**src/rtl/mc_controller.sv**
```systemverilog
// Multicycle RV32I control unit: a Moore FSM that steps each instruction through
// fetch/decode/execute/memory/writeback and drives the datapath selects and enables.
module mc_controller (
  input  logic       clk,
  input  logic       reset,
  input  logic [6:0] op,
  input  logic [2:0] funct3,
  input  logic       funct7b5,
  input  logic       zero,
  output logic       pcwrite,
  output logic       adrsrc,
  output logic       memwrite,
  output logic       irwrite,
  output logic [1:0] resultsrc,
  output logic [1:0] alusrca,
  output logic [1:0] alusrcb,
  output logic       regwrite,
  output logic [1:0] immsrc,
  output logic [2:0] alucontrol,
  output logic       illegal
);

  localparam logic [6:0] OP_LOAD   = 7'b0000011;
  localparam logic [6:0] OP_STORE  = 7'b0100011;
  localparam logic [6:0] OP_RTYPE  = 7'b0110011;
  localparam logic [6:0] OP_ITYPE  = 7'b0010011;
  localparam logic [6:0] OP_BRANCH = 7'b1100011;
  localparam logic [6:0] OP_JAL    = 7'b1101111;

  localparam logic [2:0] ALU_ADD = 3'b000;
  localparam logic [2:0] ALU_SUB = 3'b001;

  typedef enum logic [3:0] {
    FETCH    = 4'd0,
    DECODE   = 4'd1,
    MEMADR   = 4'd2,
    MEMREAD  = 4'd3,
    MEMWB    = 4'd4,
    MEMWRITE = 4'd5,
    EXECUTER = 4'd6,
    EXECUTEI = 4'd7,
    ALUWB    = 4'd8,
    BRANCH   = 4'd9,
    JAL      = 4'd10
  } state_t;

  // Current state is left visible by name so checkers can bind to it.
  state_t state;

  logic       op_known;
  logic [2:0] funct_alu;
  logic       funct_bad;
  logic       branch_ok;
  logic       pcupdate;
  logic       branch;
  logic       irwrite_s;
  logic       regwrite_s;
  logic       memwrite_s;
  logic       illegal_s;

  always_ff @(posedge clk or posedge reset) begin
    if (reset) begin
      state <= FETCH;
    end else begin
      case (state)
        FETCH:  state <= DECODE;
        DECODE: begin
          case (op)
            OP_LOAD, OP_STORE: state <= MEMADR;
            OP_RTYPE:          state <= EXECUTER;
            OP_ITYPE:          state <= EXECUTEI;
            OP_BRANCH:         state <= BRANCH;
            OP_JAL:            state <= JAL;
            default:           state <= FETCH;
          endcase
        end
        MEMADR:   state <= (op == OP_LOAD) ? MEMREAD : MEMWRITE;
        MEMREAD:  state <= MEMWB;
        EXECUTER: state <= ALUWB;
        EXECUTEI: state <= ALUWB;
        JAL:      state <= ALUWB;
        MEMWB:    state <= FETCH;
        MEMWRITE: state <= FETCH;
        ALUWB:    state <= FETCH;
        BRANCH:   state <= FETCH;
        default:  state <= FETCH;
      endcase
    end
  end

  always_comb begin
    case (op)
      OP_LOAD, OP_STORE, OP_RTYPE, OP_ITYPE, OP_BRANCH, OP_JAL: op_known = 1'b1;
      default: op_known = 1'b0;
    endcase
  end

  always_comb begin
    case (op)
      OP_STORE:  immsrc = 2'b01;
      OP_BRANCH: immsrc = 2'b10;
      OP_JAL:    immsrc = 2'b11;
      default:   immsrc = 2'b00;
    endcase
  end

  // op[5] separates R-type from I-type, so addi never turns into a subtract.
  always_comb begin
    funct_alu = ALU_ADD;
    funct_bad = 1'b0;
    case (funct3)
      3'b000: funct_alu = (op[5] & funct7b5) ? ALU_SUB : ALU_ADD;
      3'b111: funct_alu = 3'b010;
      3'b110: funct_alu = 3'b011;
      3'b100: funct_alu = 3'b100;
      3'b010: funct_alu = 3'b101;
      3'b001: funct_alu = 3'b110;
      3'b101: begin
        funct_alu = 3'b111;
        funct_bad = funct7b5;
      end
      default: begin
        funct_alu = ALU_ADD;
        funct_bad = 1'b1;
      end
    endcase
  end

  // Only beq and bne are implemented.
  assign branch_ok = (funct3[2:1] == 2'b00);

  always_comb begin
    irwrite_s  = 1'b0;
    pcupdate   = 1'b0;
    branch     = 1'b0;
    regwrite_s = 1'b0;
    memwrite_s = 1'b0;
    illegal_s  = 1'b0;
    adrsrc     = 1'b0;
    resultsrc  = 2'b00;
    alusrca    = 2'b00;
    alusrcb    = 2'b00;
    alucontrol = ALU_ADD;
    case (state)
      FETCH: begin
        irwrite_s = 1'b1;
        alusrcb   = 2'b10;
        resultsrc = 2'b10;
        pcupdate  = 1'b1;
      end
      DECODE: begin
        alusrca   = 2'b01;
        alusrcb   = 2'b01;
        illegal_s = ~op_known;
      end
      MEMADR: begin
        alusrca = 2'b10;
        alusrcb = 2'b01;
      end
      MEMREAD: adrsrc = 1'b1;
      MEMWB: begin
        resultsrc  = 2'b01;
        regwrite_s = 1'b1;
      end
      MEMWRITE: begin
        adrsrc     = 1'b1;
        memwrite_s = 1'b1;
      end
      EXECUTER: begin
        alusrca    = 2'b10;
        alusrcb    = 2'b00;
        alucontrol = funct_alu;
        illegal_s  = funct_bad;
      end
      EXECUTEI: begin
        alusrca    = 2'b10;
        alusrcb    = 2'b01;
        alucontrol = funct_alu;
        illegal_s  = funct_bad;
      end
      ALUWB: regwrite_s = 1'b1;
      BRANCH: begin
        alusrca    = 2'b10;
        alusrcb    = 2'b00;
        alucontrol = ALU_SUB;
        branch     = 1'b1;
        illegal_s  = ~branch_ok;
      end
      JAL: begin
        alusrca  = 2'b01;
        alusrcb  = 2'b10;
        pcupdate = 1'b1;
      end
      default: ;
    endcase
  end

  // Reset masks every write enable; the state is already FETCH for the selects.
  assign pcwrite  = ~reset & (pcupdate | (branch & branch_ok & (zero ^ funct3[0])));
  assign irwrite  = ~reset & irwrite_s;
  assign regwrite = ~reset & regwrite_s;
  assign memwrite = ~reset & memwrite_s;
  assign illegal  = ~reset & illegal_s;

endmodule

```
**config.mk**
```make
export PLATFORM = sky130hd
export DESIGN_NAME = mc_controller
export DESIGN_NICKNAME = d
export VERILOG_FILES = /design/src/rtl/mc_controller.sv
export SDC_FILE = /design/constraint.sdc
export NUM_CORES = 1
export LEC_CHECK = 0
export ABC_AREA = 1
export BUFFER_PORTS_ARGS = -buffer_cell sky130_fd_sc_hd__clkbuf_2
export CAP_MARGIN = 25
export CORE_MARGIN = 1.5
export CORE_UTILIZATION = 35
export DETAILED_ROUTE_END_ITERATION = 16
export PLACE_DENSITY = 0.66
export SLEW_MARGIN = 20
export SYNTH_ARGS = -nofsm -noshare
export SYNTH_HDL_FRONTEND = slang
export SYNTH_SLANG_ARGS = --single-unit
```
**constraint.sdc**
```tcl
create_clock -name clk -period 3.2 [get_ports clk]
set_clock_uncertainty 0.2 [all_clocks]
set_input_delay 0.16 -clock clk [delete_from_list [all_inputs] [get_ports clk]]
set_output_delay 0.16 -clock clk [all_outputs]
set_load 0.01 [all_outputs]
```
==> metrics <==
FF+latch count, synth 4; Worst-Margin Slew 0.3191 ns; Final GP Congestion 0.7360; n_diodes 0; Adder-Cell Fraction of Synth Area 0; number of global-route vias before repair 600; IO Count 31; post-synth net total between 100 and 150; Reg clk slew, reported paths approximately 0.040 ns; max reg flops 4; post-synthesis mux area share 0; WP data arrival around 1.5 ns; pwr/cell area 430.2 nW/um^2; antenna-violating nets left 0; die width around 42 microns; Die Area roughly 1800 sq um; final setup vio count 0; share of layout cells above drive strength 1 0.2609; placed insts 149; Hold Path Class in -> reg; Vias/cell 4.634; mapped cell area 528.0 sq um; internal power consumption 170.4 uW; Top Registers state (4); Initial DRC Count 23; Sw Share 0.4570; type of the worst setup path reg -> out; xor/xnor cell area share of the yosys netlist 0; worst path required time between 2 and 3 ns; PostCTS Resize Cnt 0; RSZ-0062 raised after global routing false; Clk pwr share 0.205; Synth Area in Simple Gates 0.5569; startpoint types flop; max-cap violations 0; crit end category output pin; static leakage 0.4941 nW; final worst path period need 1.842 ns; Hold Violations, Final 0; Cell variety after synth 14; htree depth 1; IO Port Bufs 30; Worst-Skew Late Latency 0.24 ns; fmax 542.9 MHz; Starting Density 0.3911; routed len/inst 8.725 microns; crit share post-route 0.5756; Synth-to-Final Area Change 38.15%; crit-path max FO 6; fin. max-slew vios 0; status complete, no violations; Total Wirelength 1335 microns; Synth warnings 0; fin nets approximately 150; most flop-heavy register state; min-delay src op[4]; final instance area 729.5 sq um; Sink Count 4; first drt pass iteration count 4; Rows 13; Comb power frac 0.571; worst reg2reg startpoint state[2]; post-placement cell area roughly 700 sq um; Slew headroom 0.7846; largest net degree at the start of global routing 7; Layout Cells excl Fill roughly 150; die height 41.84 microns; Tot GR Track Use 0.1613; Fillers 143; GRT overflow 0; setup TNS 0 ns; sequential power share 0.224; Core Box Area 1350 sq um; clk buf depth 2; Worst VDD drop 0.0002876 V; Seq/Total Area, Yosys 0.1896; Synth Area in Compound Gates 0.09716; global-route wire length before repair 2318 microns; residual DRC count 0; Via Count between 700 and 800; clk root buf clkbuf_4; cell count after synthesis about 100; Syn Area/Cell 5.077 sq um; crit path from state[2]; largest family of logic cells by synthesized area simple AND/OR/NAND/NOR gates; Psw 143.4 uW; number of CTS-inserted buffers 3; initial antenna violation count 0; CTS tree built; DP Wirelength 1159 microns; Post CTS Setup Buffer Count 0
kinds of logic (layout without fill, tap and decap cells):
logic type	after synthesis	count (layout)
and+or+nand+nor	70	70
buffers and inverters	22	56
AOI/OAI and AO/OA	8	8
DFF	4	4
metrics by stage:
| step | power (mW) | setup slack, ns | utilization | hold WS, ns |
|---|---|---|---|---|
| after floorplan | 0.1847 | 1.737 | - | -0.2739 |
| after global routing | 0.3436 | 1.209 | 0.5403 | 0.1536 |
| after global placement | 0.2494 | 1.637 | 0.5162 | -0.1012 |
| after detailed placement | 0.2500 | 1.600 | 0.5162 | -0.09462 |
| after CTS | 0.3164 | 1.346 | 0.5403 | 0.09591 |
| final | 0.3138 | 1.358 | 0.5403 | 0.1006 |
layout make-up:
| cell class | instances | area [sq um] | area share |
|---|---|---|---|
| clock buffer | 3 | 22.52 | 0.03087 |
| inverter | 22 | 82.58 | 0.1132 |
| multi-input combinational | 78 | 345.3 | 0.4734 |
| sequential | 4 | 100.1 | 0.1372 |
| tap | 15 | 18.77 | 0.02573 |
| timing repair buffer | 31 | 160.2 | 0.2196 |
timing repair:
| action | in CTS | in global routing |
|---|---|---|
| setup endpoints to repair | 0 | 0 |
| endpoints found under the hold margin | 4 | 0 |
| hold buffers | 1 | 0 |
worst paths after layout:
path | to | slack, ns | depth (start not counted)
hold reg to reg | state[0] | 0.43 | 3
max in group asynchronous | state[1] | 2.44 | 3
hold / removal | state[1] | 0.10 | 4
min in group asynchronous | state[3] | 0.20 | 3
setup / recovery | illegal | 1.36 | 8
setup reg to reg | state[2] | 1.95 | 5
placed cells by master, fill, tap and decap left out, drive strengths merged:
cell type    instances
o311ai               1
nand3                9
dfrtp                4
nor2                23
nand2               36
a21oi                3
clkbuf              33
dlygate4sd3          1
a211oi               1
nand4                2
a311oi               1
a31oi                1
o21ai                1
inv                 22
worst max-delay path: stages (launching register included):
cell,delay [ns]
dfrtp_1,0.44
nor2_4,0.20
inv_2,0.06
nor2_4,0.12
nand2_1,0.07
nor2_1,0.11
nor2_1,0.04
nor2_1,0.07
clkbuf_2,0.13
routing by layer:
metal	track usage	up-vias	part of all wire
met4	0.03871	0	0
met3	0.03478	0	0.065
li1	-	390	-
met1	0.2178	292	0.48
met2	0.2594	27	0.45
met5	0	-	0
power groups by stage:
stage / sequential (mW) / clock [mW] / combinational (mW)
3_5_place_dp: 0.0708 / 0 / 0.179
4_1_cts: 0.0702 / 0.0654 / 0.181
3_3_place_gp: 0.0711 / 0 / 0.178
2_1_floorplan: 0.0682 / 0 / 0.117
6_report: 0.0704 / 0.0643 / 0.179
5_1_grt: 0.0724 / 0.0690 / 0.202
cell usage after synthesis:
master    count  area share
a211oi_1      1       0.014
a21oi_1       3       0.028
a311oi_1      1       0.017
a31oi_1       1       0.012
dfrtp_1       4        0.19
inv_1        21        0.15
inv_2         1      0.0071
nand2_1      36        0.26
nand3_1       9       0.085
nand4_1       2       0.024
nor2_1       21        0.15
nor2_4        2       0.043
o21ai_0       1      0.0095
o311ai_0      1       0.017
No activity file was read; power rests on OpenSTA's default activity.
